File: src/rtl/bitorder_pkg.sv
// Shared types and index helpers for the ping-pong symbol-order converter.
package bitorder_pkg;

  typedef enum logic [0:0] {
    DRAIN_IDLE = 1'b0,
    DRAIN_RUN  = 1'b1
  } drain_state_t;

  typedef struct packed {
    logic full;
    logic end_tag;
    logic rev_tag;
  } slot_tag_t;

  // Bit offset of arrival-order symbol k; the first symbol lands in the most significant slice.
  function automatic int unsigned sym_slice(input int unsigned k,
                                            input int unsigned word_syms,
                                            input int unsigned sym_w);
    return (word_syms - 1 - k) * sym_w;
  endfunction

  function automatic int unsigned out_index(input int unsigned cnt,
                                            input logic        rev,
                                            input int unsigned word_syms);
    return rev ? (word_syms - 1 - cnt) : cnt;
  endfunction

endpackage

File: src/rtl/bitorder_slot.sv
// One word buffer with its tag: symbol write port, symbol read port, tag set/clear controls.
module bitorder_slot
  import bitorder_pkg::*;
#(
  parameter int SYM_W     = 2,
  parameter int WORD_SYMS = 4,
  parameter int CNT_W     = $clog2(WORD_SYMS)
) (
  input  logic             clk,
  input  logic             rst_n,
  input  logic             wr_en,
  input  logic [CNT_W-1:0] wr_idx,
  input  logic [SYM_W-1:0] wr_sym,
  input  logic             set_rev,
  input  logic             rev_in,
  input  logic             set_full,
  input  logic             end_in,
  input  logic             clr,
  input  logic [CNT_W-1:0] rd_idx,
  output logic [SYM_W-1:0] rd_sym,
  output slot_tag_t        tag
);

  localparam int WORD_W = SYM_W * WORD_SYMS;
  localparam int BASE_W = $clog2(WORD_W);

  logic [WORD_W-1:0] word_q, word_d;
  slot_tag_t         tag_q, tag_d;
  logic [BASE_W-1:0] wr_base, rd_base;

  assign wr_base = BASE_W'(sym_slice(32'(wr_idx), WORD_SYMS, SYM_W));
  assign rd_base = BASE_W'(sym_slice(32'(rd_idx), WORD_SYMS, SYM_W));

  // A fill may set the tag in the same cycle the drain side clears it; the fill wins.
  always_comb begin
    word_d = word_q;
    tag_d  = tag_q;
    if (clr) tag_d.full = 1'b0;
    if (wr_en) word_d[wr_base +: SYM_W] = wr_sym;
    if (set_rev) tag_d.rev_tag = rev_in;
    if (set_full) begin
      tag_d.full    = 1'b1;
      tag_d.end_tag = end_in;
    end
  end

  always_ff @(posedge clk or negedge rst_n) begin
    if (!rst_n) begin
      word_q <= '0;
      tag_q  <= '0;
    end else begin
      word_q <= word_d;
      tag_q  <= tag_d;
    end
  end

  assign rd_sym = word_q[rd_base +: SYM_W];
  assign tag    = tag_q;

endmodule

File: src/rtl/bitorder_stream_pp.sv
// Ping-pong symbol-order converter: collects WORD_SYMS symbols per word, re-emits them one per
// cycle in reversed or arrival order, carrying frame-end and flagging truncated words.
//
// state      | meaning
// DRAIN_IDLE | nothing in flight; emits symbol 0 on the cycle the drain slot is seen full
// DRAIN_RUN  | emitting symbol out_cnt of the drain slot
module bitorder_stream_pp
  import bitorder_pkg::*;
#(
  parameter int SYM_W     = 2,
  parameter int WORD_SYMS = 4,
  parameter int CNT_W     = $clog2(WORD_SYMS)
) (
  input  logic             clk,
  input  logic             rst_n,
  input  logic             axiiv,
  input  logic [SYM_W-1:0] axiid,
  input  logic             data_end_in,
  input  logic             reverse,
  output logic             axiov,
  output logic [SYM_W-1:0] axiod,
  output logic             data_end_out,
  output logic             err_trunc
);

  localparam logic [CNT_W-1:0] LAST = CNT_W'(WORD_SYMS - 1);

  logic [CNT_W-1:0] in_cnt_q, in_cnt_d;
  logic [CNT_W-1:0] out_cnt_q, out_cnt_d;
  logic             fill_sel_q, fill_sel_d;
  logic             drain_sel_q, drain_sel_d;
  drain_state_t     state_q, state_d;
  logic             axiov_q, axiov_d;
  logic [SYM_W-1:0] axiod_q, axiod_d;
  logic             data_end_q, data_end_d;
  logic             err_q, err_d;

  logic             word_done, set_rev;
  logic [1:0]       clr;
  logic [SYM_W-1:0] rd_sym [2];
  slot_tag_t        slot_tag [2];
  slot_tag_t        cur_tag;
  logic [CNT_W-1:0] eff_cnt, rd_idx;

  for (genvar s = 0; s < 2; s++) begin : g_slot
    bitorder_slot #(
      .SYM_W    (SYM_W),
      .WORD_SYMS(WORD_SYMS),
      .CNT_W    (CNT_W)
    ) u_slot (
      .clk     (clk),
      .rst_n   (rst_n),
      .wr_en   (axiiv && (fill_sel_q == 1'(s))),
      .wr_idx  (in_cnt_q),
      .wr_sym  (axiid),
      .set_rev (set_rev && (fill_sel_q == 1'(s))),
      .rev_in  (reverse),
      .set_full(word_done && (fill_sel_q == 1'(s))),
      .end_in  (data_end_in),
      .clr     (clr[s]),
      .rd_idx  (rd_idx),
      .rd_sym  (rd_sym[s]),
      .tag     (slot_tag[s])
    );
  end

  always_comb begin
    in_cnt_d   = in_cnt_q;
    fill_sel_d = fill_sel_q;
    err_d      = 1'b0;
    word_done  = 1'b0;
    set_rev    = axiiv && (in_cnt_q == '0);
    if (axiiv) begin
      if (in_cnt_q == LAST) begin
        in_cnt_d   = '0;
        fill_sel_d = ~fill_sel_q;
        word_done  = 1'b1;
      end else if (data_end_in) begin
        in_cnt_d = '0;
        err_d    = 1'b1;
      end else begin
        in_cnt_d = in_cnt_q + 1'b1;
      end
    end else if (in_cnt_q != '0) begin
      in_cnt_d = '0;
      err_d    = 1'b1;
    end
  end

  // IDLE emits symbol 0 directly so the first output lands WORD_SYMS cycles after the first input.
  assign cur_tag = slot_tag[drain_sel_q];
  assign eff_cnt = (state_q == DRAIN_RUN) ? out_cnt_q : '0;
  assign rd_idx  = CNT_W'(out_index(32'(eff_cnt), cur_tag.rev_tag, WORD_SYMS));

  always_comb begin
    state_d     = state_q;
    out_cnt_d   = out_cnt_q;
    drain_sel_d = drain_sel_q;
    axiov_d     = 1'b0;
    axiod_d     = '0;
    data_end_d  = 1'b0;
    clr         = '0;
    if ((state_q == DRAIN_RUN) || cur_tag.full) begin
      axiov_d = 1'b1;
      axiod_d = rd_sym[drain_sel_q];
      if (eff_cnt == LAST) begin
        data_end_d       = cur_tag.end_tag;
        clr[drain_sel_q] = 1'b1;
        drain_sel_d      = ~drain_sel_q;
        out_cnt_d        = '0;
        state_d          = slot_tag[~drain_sel_q].full ? DRAIN_RUN : DRAIN_IDLE;
      end else begin
        out_cnt_d = eff_cnt + 1'b1;
        state_d   = DRAIN_RUN;
      end
    end
  end

  always_ff @(posedge clk or negedge rst_n) begin
    if (!rst_n) begin
      in_cnt_q    <= '0;
      out_cnt_q   <= '0;
      fill_sel_q  <= 1'b0;
      drain_sel_q <= 1'b0;
      state_q     <= DRAIN_IDLE;
      axiov_q     <= 1'b0;
      axiod_q     <= '0;
      data_end_q  <= 1'b0;
      err_q       <= 1'b0;
    end else begin
      in_cnt_q    <= in_cnt_d;
      out_cnt_q   <= out_cnt_d;
      fill_sel_q  <= fill_sel_d;
      drain_sel_q <= drain_sel_d;
      state_q     <= state_d;
      axiov_q     <= axiov_d;
      axiod_q     <= axiod_d;
      data_end_q  <= data_end_d;
      err_q       <= err_d;
    end
  end

  // Refilling a slot that has not drained yet would corrupt the word in flight.
  assert property (@(posedge clk) disable iff (!rst_n) axiiv |-> !slot_tag[fill_sel_q].full);

  assign axiov        = axiov_q;
  assign axiod        = axiod_q;
  assign data_end_out = data_end_q;
  assign err_trunc    = err_q;

endmodule

File: config.mk
export PLATFORM = sky130hd
export DESIGN_NAME = bitorder_stream_pp
export DESIGN_NICKNAME = d
export VERILOG_FILES = /design/src/rtl/bitorder_pkg.sv /design/src/rtl/bitorder_slot.sv /design/src/rtl/bitorder_stream_pp.sv
export SDC_FILE = /design/constraint.sdc
export NUM_CORES = 1
export LEC_CHECK = 0
export ABC_CLOCK_PERIOD_IN_PS = 1900
export CAP_MARGIN = 10
export CORE_MARGIN = 2
export CORE_UTILIZATION = 26
export CTS_CLUSTER_DIAMETER = 200
export CTS_CLUSTER_SIZE = 14
export DETAILED_ROUTE_END_ITERATION = 10
export PLACE_DENSITY_LB_ADDON = 0.12
export REMOVE_ABC_BUFFERS = 1
export SYNTH_ARGS = -nofsm -noshare
export SYNTH_HDL_FRONTEND = slang
export SYNTH_SLANG_ARGS = --single-unit
File: constraint.sdc
create_clock -name clk -period 1.9 [get_ports clk]
set_input_delay 0.38 -clock clk [delete_from_list [all_inputs] [get_ports clk]]
set_output_delay 0.38 -clock clk [all_outputs]
set_load 0.1 [all_outputs]
==> summary.md <==
| Metric | Value |
|---|---|
| Initial antenna violation count | 0 |
| Min Hold Slack | 0.465 ns |
| Postcts setup bufs | 0 |
| Number of CTS-inserted buffers | 5 |
| Pwr per Cell Area | 1530 nW/um^2 |
| Final worst path period share | 89.7% |
| Root Buffer | clkbuf_8 |
| FF+latch count, synth | 34 |
| Core Area | 7210 um^2 |
| Worst Path Max Fanout | 4 |
| Initial core utilization | 26.8% |
| First-pass GRT wire length | 7670 um |
| DIE HEIGHT | 90.3 um |
| Clk_skew | 0.00710 ns |
| Clock power share | 16.4% |
| # IOs | 12 |
| Fill cell count | 754 |
| RSZ-0062 raised after global routing | false |
| Post-synthesis cell type count | 43 |
| Max Cap Viol | 0 |
| Worst r2r dst | g_slot[0].u_slot.word_q[5] |
| Clock latency on the worst-skew pair | 0.29 ns |
| Chip width | 90.3 um |
| Fin. Hold Viols | 0 |
| Startpoint types | flop |
| DR vias/cell | 4.57 |
| Die ar. | 8150 um^2 |
| Netlist Area Pre-Place | 1940 um^2 |
| Status | finished, final reports clean |
| Worst setup EP type | flop |
| Flop pwr share | 37.0% |
| Yosys synthesis warning count | 0 |
| Reg-to-reg startpoint | in_cnt_q[0] |
| Synth cell count leaders | dfrtp_1 (34), nand2_1 (22), mux2_2 (15), o21ai_0 (11) |
| Worst reg2reg path depth | 6 |
| Post-Syn Area per Cell | 10.8 um^2 |
| Worst slew pin tran | 0.501 ns |
| # hold bufs at CTS | 0 |
| Min Clock Period, post-route | 1.70 ns |
| GRT overflow | 0 |
| CTS tree | built |
| Via count | 1,361 |
| Layout cell share with drive strength beyond 1 | 23.6% |
| DRC Markers | 0 |
| Total internal power | 2.02 mW |
| CP arrival | 1.93 ns |
| R2R Setup Slk | 0.20 ns |
| Max incr delay on CP | 0.40 ns |
| Vias in the first global route | 1,428 |
| Htree depth | 2 |
| Switch share | 41.7% |
| VDD IR max | 0.000439 V |
| Synth top area cells | dfrtp_1 (44%), mux2_2 (8.7%), ha_1 (4.5%), nand2_1 (4.3%), o21ai_0 (2.8%) |
| Cell taking the most area after synthesis | dfrtp_1 |
| HP Class | flop to flop |
| Post-DP HPWL | 3330 um |
| Switching Power | 1.45 mW |
| Cts repair resizes | 0 |
| Final-stage net count | 212 |
| Worst Hold Path EP | out_cnt_q[1] |
| Main synth FF type | dfrtp_1 |
| Worst-path clk slew | 0.08 ns |
| GPL Wtd Cong | 0.800 |
| WP data required | 2.13 ns |
| Clock sink count | 34 |
| Ys async rst share | 100% |
| Total Neg Setup Slack | 0 ns |
| First-pass DRT Iterations | 4 |
| Hold Path Depth | 2 |
| Final ANT Viol Nets | 0 |
| DR iter-0 viols | 29 |
| Cells after Synth | 179 |
| Layout Area Growth over Synthesis | 16.9% |
| Port bufs | 11 |
| Peak Freq | 587 MHz |
| Leak | 0.989 nW |
| Gate power share | 46.6% |
| Worst hold start | out_cnt_q[1] |
| GR Util All Layers | 12.1% |
| Std-Cell Rows | 31 |
| # setup viols final | 0 |
| Pins Over Slew Limit | 0 |
| CP max-delay cell | dfrtp_1 |
| Slew margin rel. | 66.6% |
| Post-synth EDFFs | 0 |
| Ant. Diodes | 0 |
| Register area share after synthesis | 44.0% |
| Crit-path cells | inv_1, ha_1, nor2b_1, nand2_1, nor3_1, mux2_2 |
| Largest net degree at the start of global routing | 35 |
| Maximum clock path buffer count | 2 |
| Routed WL | 4450 um |
| Routed WL per cell | 14.9 um |
| Share of the synthesized area in the top cell type | 44.0% |
| Count leader, synth | dfrtp_1 |
| Setup CP Type | flop to flop |
-- worst max path at each step --
stage                            from                         end  slack [ns]  cells past startpoint
after detailed placement        axiiv  g_slot[0].u_slot.word_q[7]        0.14                      4
final                     in_cnt_q[0]  g_slot[0].u_slot.word_q[5]        0.20                      6
after floorplan           drain_sel_q                    axiod[1]        0.23                      4
after global placement          axiiv  g_slot[0].u_slot.word_q[1]        0.18                      6
after CTS                 in_cnt_q[0]  g_slot[0].u_slot.word_q[5]        0.21                      6
after global routing          state_q     g_slot[0].u_slot.tag[2]        0.06                      6
-- cell usage in the layout, fill, tap and decap left out, types with 2 or more instances in the layout --
cell / synthesis / final
nor2b_1: 5 / 5
o22ai_1: 4 / 4
dfrtp_1: 34 / 34
buf_4: 4 / 16
clkbuf_8: 0 / 6
inv_1: 5 / 5
clkdlybuf4s50_1: 0 / 6
and2_1: 2 / 2
mux2i_1: 5 / 5
nor3_1: 2 / 2
nor2_1: 7 / 7
xnor2_1: 3 / 3
mux2_2: 15 / 15
o211ai_1: 4 / 4
a21oi_1: 3 / 3
or3b_1: 2 / 2
o21ai_0: 11 / 11
nand4_1: 2 / 2
nand2_1: 22 / 22
ha_1: 7 / 7
a211oi_1: 4 / 4
nand3_1: 6 / 6
and4bb_1: 2 / 2
nand3b_1: 6 / 6
-- state kept, by name, indices dropped and copies added, names as in the netlist --
signal and count:
axiod 2, err_trunc 1, g_slot.u_slot.word_q 16, g_slot.u_slot.tag 6, fill_sel_q 1, state_q 1
in_cnt_q 2, out_cnt_q 2, data_end_out 1, drain_sel_q 1, axiov 1
-- kinds of logic (layout without fill, tap and decap cells) --
| group | Yosys count | in the layout | synth area share [%] |
|---|---|---|---|
| AND/OR/NAND/NOR | 64 | 64 | 19.5 |
| multiplexers | 23 | 23 | 14.2 |
| AO/OA/AOI/OAI | 31 | 31 | 10.9 |
| XOR/XNOR | 4 | 4 | 2.20 |
| flip-flops | 34 | 34 | 44.0 |
| adder cells (fa/ha/maj) | 7 | 7 | 4.52 |
| buffers and inverters | 16 | 36 | 4.72 |
-- through the flow --
step | power [mW] | setup slack (ns) | instances | instance area [um^2] | util (%)
after floorplan | 2.44 | 0.232 | 169 | 1870 | -
after global placement | 2.91 | 0.176 | 290 | 2170 | 30.1
after detailed placement | 2.93 | 0.143 | 290 | 2170 | 30.1
after CTS | 3.52 | 0.211 | 298 | 2260 | 31.4
after global routing | 3.76 | 0.0558 | 298 | 2260 | 31.4
final | 3.47 | 0.195 | 298 | 2260 | 31.4
-- cell type report --
cell class	count	area [um^2]	area share [%]
inverter	6	22.5	0.996
tap	99	124	5.48
clock buffer	7	86.3	3.82
timing repair buffer	22	180	7.96
clock inverter	1	5.00	0.221
sequential	34	851	37.6
multi-input combinational	129	993	43.9
-- worst max-delay path: cells and delay by family, from the launching register on --
kind | cells | cell delay (ns)
fa+ha+maj | 1 | 0.35
flops | 1 | 0.40
mux | 1 | 0.22
buf+inv | 1 | 0.11
simple gates | 3 | 0.57
-- power by group through the flow --
stage / clock network (mW) / logic, mW / registers, mW
2_1_floorplan: 0 / 1.02 / 1.42
3_3_place_gp: 0 / 1.62 / 1.29
4_1_cts: 0.588 / 1.64 / 1.29
6_report: 0.568 / 1.62 / 1.28
3_5_place_dp: 0 / 1.63 / 1.30
5_1_grt: 0.623 / 1.81 / 1.33
-- per-layer routing --
metal | GRT usage (%) | wire [um] | vias to the layer above
met1 | 16.5 | 2180 | 660
met5 | 0 | 0 | -
met3 | 2.75 | 116 | 11
met2 | 18.2 | 2040 | 20
met4 | 5.90 | 115 | 0
li1 | - | - | 670
Power figures use the tool's default switching activity.
